[src/rtl/instr_register_ctrl.sv]
// Front-end controller for the 32-entry instruction register:
// round-robin write arbitration, FIFO pointers, two-cycle read-back.
package instr_register_pkg;
    typedef enum logic [3:0] {
        ZERO, PASSA, PASSB, ADD, SUB, MULT, DIV, MOD
    } opcode_t;
    typedef logic signed [31:0] operand_t;
    typedef logic [4:0] address_t;
    typedef logic signed [63:0] result_t;
    typedef struct packed {
        opcode_t  opc;
        operand_t op_a;
        operand_t op_b;
        result_t  result;
    } instruction_t;
endpackage

module instr_register_ctrl
    import instr_register_pkg::*;
#(
    parameter int DEPTH = 32
) (
    input  logic         clk,
    input  logic         reset,
    input  logic         a_valid,
    output logic         a_ready,
    input  opcode_t      a_opcode,
    input  operand_t     a_operand_a,
    input  operand_t     a_operand_b,
    input  logic         b_valid,
    output logic         b_ready,
    input  opcode_t      b_opcode,
    input  operand_t     b_operand_a,
    input  operand_t     b_operand_b,
    input  logic         rd_req,
    output logic         rd_ack,
    output logic         rd_valid,
    output instruction_t rd_instruction,
    output logic         load_en,
    output address_t     write_pointer,
    output opcode_t      opcode,
    output operand_t     operand_a,
    output operand_t     operand_b,
    output address_t     read_pointer,
    input  instruction_t instruction_word,
    output logic [5:0]   count,
    output logic         full,
    output logic         empty
);

    localparam logic [5:0] FULL_CNT = 6'(DEPTH);

    address_t wr_ptr;
    address_t rd_ptr;
    logic     rr_prio;
    logic     rd_pend;
    logic     grant;

    assign full  = (count == FULL_CNT);
    assign empty = (count == 6'd0);

    assign a_ready = a_valid & ~full & (~b_valid | ~rr_prio);
    assign b_ready = b_valid & ~full & (~a_valid | rr_prio);
    assign grant   = a_ready | b_ready;
    assign rd_ack  = rd_req & ~empty;

    always_ff @(posedge clk) begin
        if (reset) begin
            load_en        <= 1'b0;
            write_pointer  <= '0;
            read_pointer   <= '0;
            opcode         <= ZERO;
            operand_a      <= '0;
            operand_b      <= '0;
            rd_valid       <= 1'b0;
            rd_instruction <= '0;
            count          <= '0;
            wr_ptr         <= '0;
            rd_ptr         <= '0;
            rr_prio        <= 1'b0;
            rd_pend        <= 1'b0;
        end else begin
            load_en  <= grant;
            rd_pend  <= rd_ack;
            rd_valid <= rd_pend;
            if (grant) begin
                write_pointer <= wr_ptr;
                wr_ptr        <= wr_ptr + 5'd1;
                rr_prio       <= a_ready;
                opcode        <= a_ready ? a_opcode    : b_opcode;
                operand_a     <= a_ready ? a_operand_a : b_operand_a;
                operand_b     <= a_ready ? a_operand_b : b_operand_b;
            end
            if (rd_ack) begin
                read_pointer <= rd_ptr;
                rd_ptr       <= rd_ptr + 5'd1;
            end
            // read_pointer settled last cycle, so the register output is stable now
            if (rd_pend)
                rd_instruction <= instruction_word;
            unique case ({grant, rd_ack})
                2'b10:   count <= count + 6'd1;
                2'b01:   count <= count - 6'd1;
                default: count <= count;
            endcase
        end
    end

endmodule

[config.mk]
export PLATFORM = sky130hd
export DESIGN_NAME = instr_register_ctrl
export DESIGN_NICKNAME = d
export VERILOG_FILES = /design/src/rtl/instr_register_ctrl.sv
export SDC_FILE = /design/constraint.sdc
export NUM_CORES = 1
export LEC_CHECK = 0
export ABC_AREA = 1
export CAP_MARGIN = 20
export CORE_AREA = 2 2 195 197
export DETAILED_ROUTE_END_ITERATION = 10
export DIE_AREA = 0 0 197 199
export DONT_BUFFER_PORTS = 1
export MAX_ROUTING_LAYER = met4
export SYNTH_ARGS = -nofsm -noshare
export SYNTH_HDL_FRONTEND = slang
export SYNTH_SLANG_ARGS = --single-unit
[constraint.sdc]
create_clock -name clk -period 2.19 [get_ports clk]
set_input_delay 0.438 -clock clk [delete_from_list [all_inputs] [get_ports clk]]
set_output_delay 0.438 -clock clk [all_outputs]
set_load 0.02 [all_outputs]
==> impl_metrics.csv <==
group,metric,value,unit
synth,ys_warn_count,0,
clock_tree,clk_pin_slew,60,ps
placed_design,portBuffers,0,
synth,synth.avg_cell_area,6.76,sq um
worst_setup_path,worst_setup_path_start_kind,"register",
worst_setup_path,crit_fanout,16,
sta,layout_min_cycle_time,2080,ps
drt,wl_per_cell,16.7,microns
worst_setup_path,crit_required,1750,ps
drt,avgViaCountPerCell,4.60,
global_routing,grt_pass1_wl,45.7,mm
sta,hold_ws,28.7,ps
power,fin_total_pwr,14.4,mW
sta,relSlewSlack,0.469,
sta,tns,0,ps
power,powerDensity,1280,nW/um^2
synth,yosysUniqueCellTypes,29,
global_routing,grt.total_usage,0.152,
worst_setup_path,critPathArrivalTime,1640,ps
worst_setup_path,crit_type,"register to output pin",
global_routing,grt-ovfl-total,0,
clock_tree,cts_tree,"built",
sta,period_share,0.948,
floorplan,fp.dieH,199,microns
synth,netlist_instances,1437,
min_path,hold_start,"instruction_word[11]",
layout,fillCellCount,4021,
floorplan,ios,496,
sta,drv_slew,0,
synth,synth_edf_count,0,
clock_tree,cts_max_level,1,
layout,syn_to_final_growth,15.5,%
clock_tree,insertion_delay,540,ps
clock_tree,clockBufferDepth,3,
worst_setup_path,endpoint_kind,"output pin",
sta,setup_violations,0,
synth,netlist_top_cells_area,"dfxtp_1 (47%), nor2_1 (18%), nand2_1 (10%)",
synth,synthTopCellsByCount,"nor2_1 (463), nand2_1 (270), dfxtp_1 (230)",
layout,final_cells,1910,
flow_run,max-cap-violations,0,
placed_design,dp_hpwl,22.6,mm
drt,drc,0,
synth,synth-seq-cells,230,
synth,synth_most_common_cell,"nor2_1",
clock_tree,cts_buffers,25,
sta,hold_viol_final,0,
drt,drtIter0Drc,355,
layout,antennaDiodeCount,0,
floorplan,std_cell_rows,71,
clock_tree,clock_sinks,230,
outcome,status,"complete, no violations",
clock_tree,cts_root_buffer,"clkbuf_16",
synth,yosysTopAreaCellShare,0.474,
synth,synthFlopType,"dfxtp_1",
synth,synth_fp_nets,1718,
synth,syn_area,9710,sq um
power,vdd_drop_max,605,uV
drt,vias,8778,
worst_setup_path,cp_cell_sequence,"inv_2, nor2_4, nand3_4, buf_12, nand2_4, inv_2, buf_12",
floorplan,start_util,0.262,
worst_setup_path,cp-startpoint,"count[5]",
placed_design,dp.cells,1857,
worst_setup_path,slowest_delay,340,ps
layout,drive_gt1_frac,0.0724,
worst_setup_path,rr_startpoint,"count[1]",
synth,yosys.area.top_type,"dfxtp_1",
sta,rsz0062_at_grt,"no",
worst_setup_path,cp_slowest_cell,"dfxtp_4",
layout,nets,1701,
sta,skew,19.2,ps
layout,final_cell_area,11200,sq um
floorplan,chipWidth,197,microns
sta,tightest_slew,796,ps
min_path,hp-class,"input pin to register",
global_routing,first_global_vias,8323,
sta,fmax,482,MHz
power,p_leak,5.39,nW
global_routing,grt_max_degree,133,
floorplan,dieArea,39200,sq um
synth,synth-seq-area-share,0.474,
floorplan,core_area,37100,sq um
drt,wl,31.9,mm
synth,async_reset_ff_frac,0,
placed_design,gp_congestion,0.802,
drt,drt_pass1_iterations,5,
worst_setup_path,worst-r2r-setup-slack,140,ps
drt,ant_nets,0,
global_routing,antenna_found_initial,0,
placed_design,place_area,10300,sq um
[layer usage]
layer  track usage  part of all wire  vias to the layer above  wire length (microns)
li1              -                 -                     4343                      -
met1         0.167              0.39                     3982                  12400
met2         0.262              0.49                      393                  15600
met3        0.0456             0.092                       60                   2950
met4        0.0543             0.030                        0                    941
met5             -                 0                        -                      0
[cell type report]
type,count,area [sq um],area share
multi-input combinational,990,4230,0.377
clock inverter,10,110,0.00982
clock buffer,33,676,0.0602
tap,474,593,0.0529
timing repair buffer,43,494,0.0441
sequential,230,4620,0.412
inverter,130,495,0.0442
[worst max-delay path: cells and delay by family (launching register included)]
family / cells / cell delay, ps
flip-flops: 1 / 340
buffers and inverters: 4 / 440
AND/OR/NAND/NOR: 3 / 300
[cell families after synthesis]
| family | after synthesis | synth area share |
|---|---|---|
| xor gates and xnor gates | 8 | 0.00721 |
| DFF | 230 | 0.474 |
| and+or+nand+nor | 810 | 0.326 |
| AOI/OAI and AO/OA | 164 | 0.0871 |
| adders and majority gates | 8 | 0.0111 |
| buffers and inverters | 217 | 0.0944 |
[sequential cells by signal, indices dropped and copies added, names as in the netlist, 4 cells and up]
register,flops
operand_b,32
operand_a,32
write_pointer,5
wr_ptr,5
opcode,4
rd_instruction,132
count,6
read_pointer,5
rd_ptr,5
[power by group]
| group | leakage [nW] | internal [mW] | switching (mW) |
|---|---|---|---|
| clock network | 0.387 | 2.40 | 1.76 |
| registers | 1.90 | 5.07 | 1.61 |
| logic | 3.10 | 1.26 | 2.29 |
[through the flow]
| step | utilization | worst slack (ps) |
|---|---|---|
| 2_1_floorplan | - | 23.4 |
| 3_3_place_gp | 0.277 | 109 |
| 3_5_place_dp | 0.277 | 124 |
| 4_1_cts | 0.300 | 2.08 |
| 5_1_grt | 0.302 | 17.8 |
| 6_report | 0.302 | 114 |
[path summary, 6_finish.rpt]
| kind | to | depth (start not counted) |
|---|---|---|
| worst max-delay path | a_ready | 7 |
| worst min-delay path | rd_instruction[11] | 2 |
| worst max register to register | count[3] | 13 |
| worst min register to register | wr_ptr[4] | 2 |
[layout by cell type (no fill, tap or decap), types with 3 or more instances in the layout]
| master | count |
|---|---|
| inv_1 | 123 |
| inv_6 | 3 |
| nand2_1 | 270 |
| clkbuf_1 | 6 |
| o21ai_0 | 145 |
| nor2_4 | 3 |
| clkinv_2 | 5 |
| xnor2_1 | 5 |
| buf_12 | 8 |
| nor2_1 | 460 |
| ha_1 | 6 |
| dlygate4sd3_1 | 3 |
| nand3_1 | 68 |
| clkbuf_16 | 27 |
| dfxtp_1 | 223 |
| buf_4 | 28 |
| xor2_1 | 3 |
| dfxtp_2 | 5 |
| a21oi_1 | 15 |
| inv_2 | 5 |
[repair_timing]
item / 4_1_cts / 5_1_grt
buffers inserted: 2 / 2
hold buffers: 3 / 0
gates resized for setup: 0 / 5
gates cloned: 1 / 2
endpoints found under the hold margin: 13 / 0
endpoints found under the setup margin: 2 / 3
pin swaps: 0 / 3
Power figures use the tool's default switching activity.
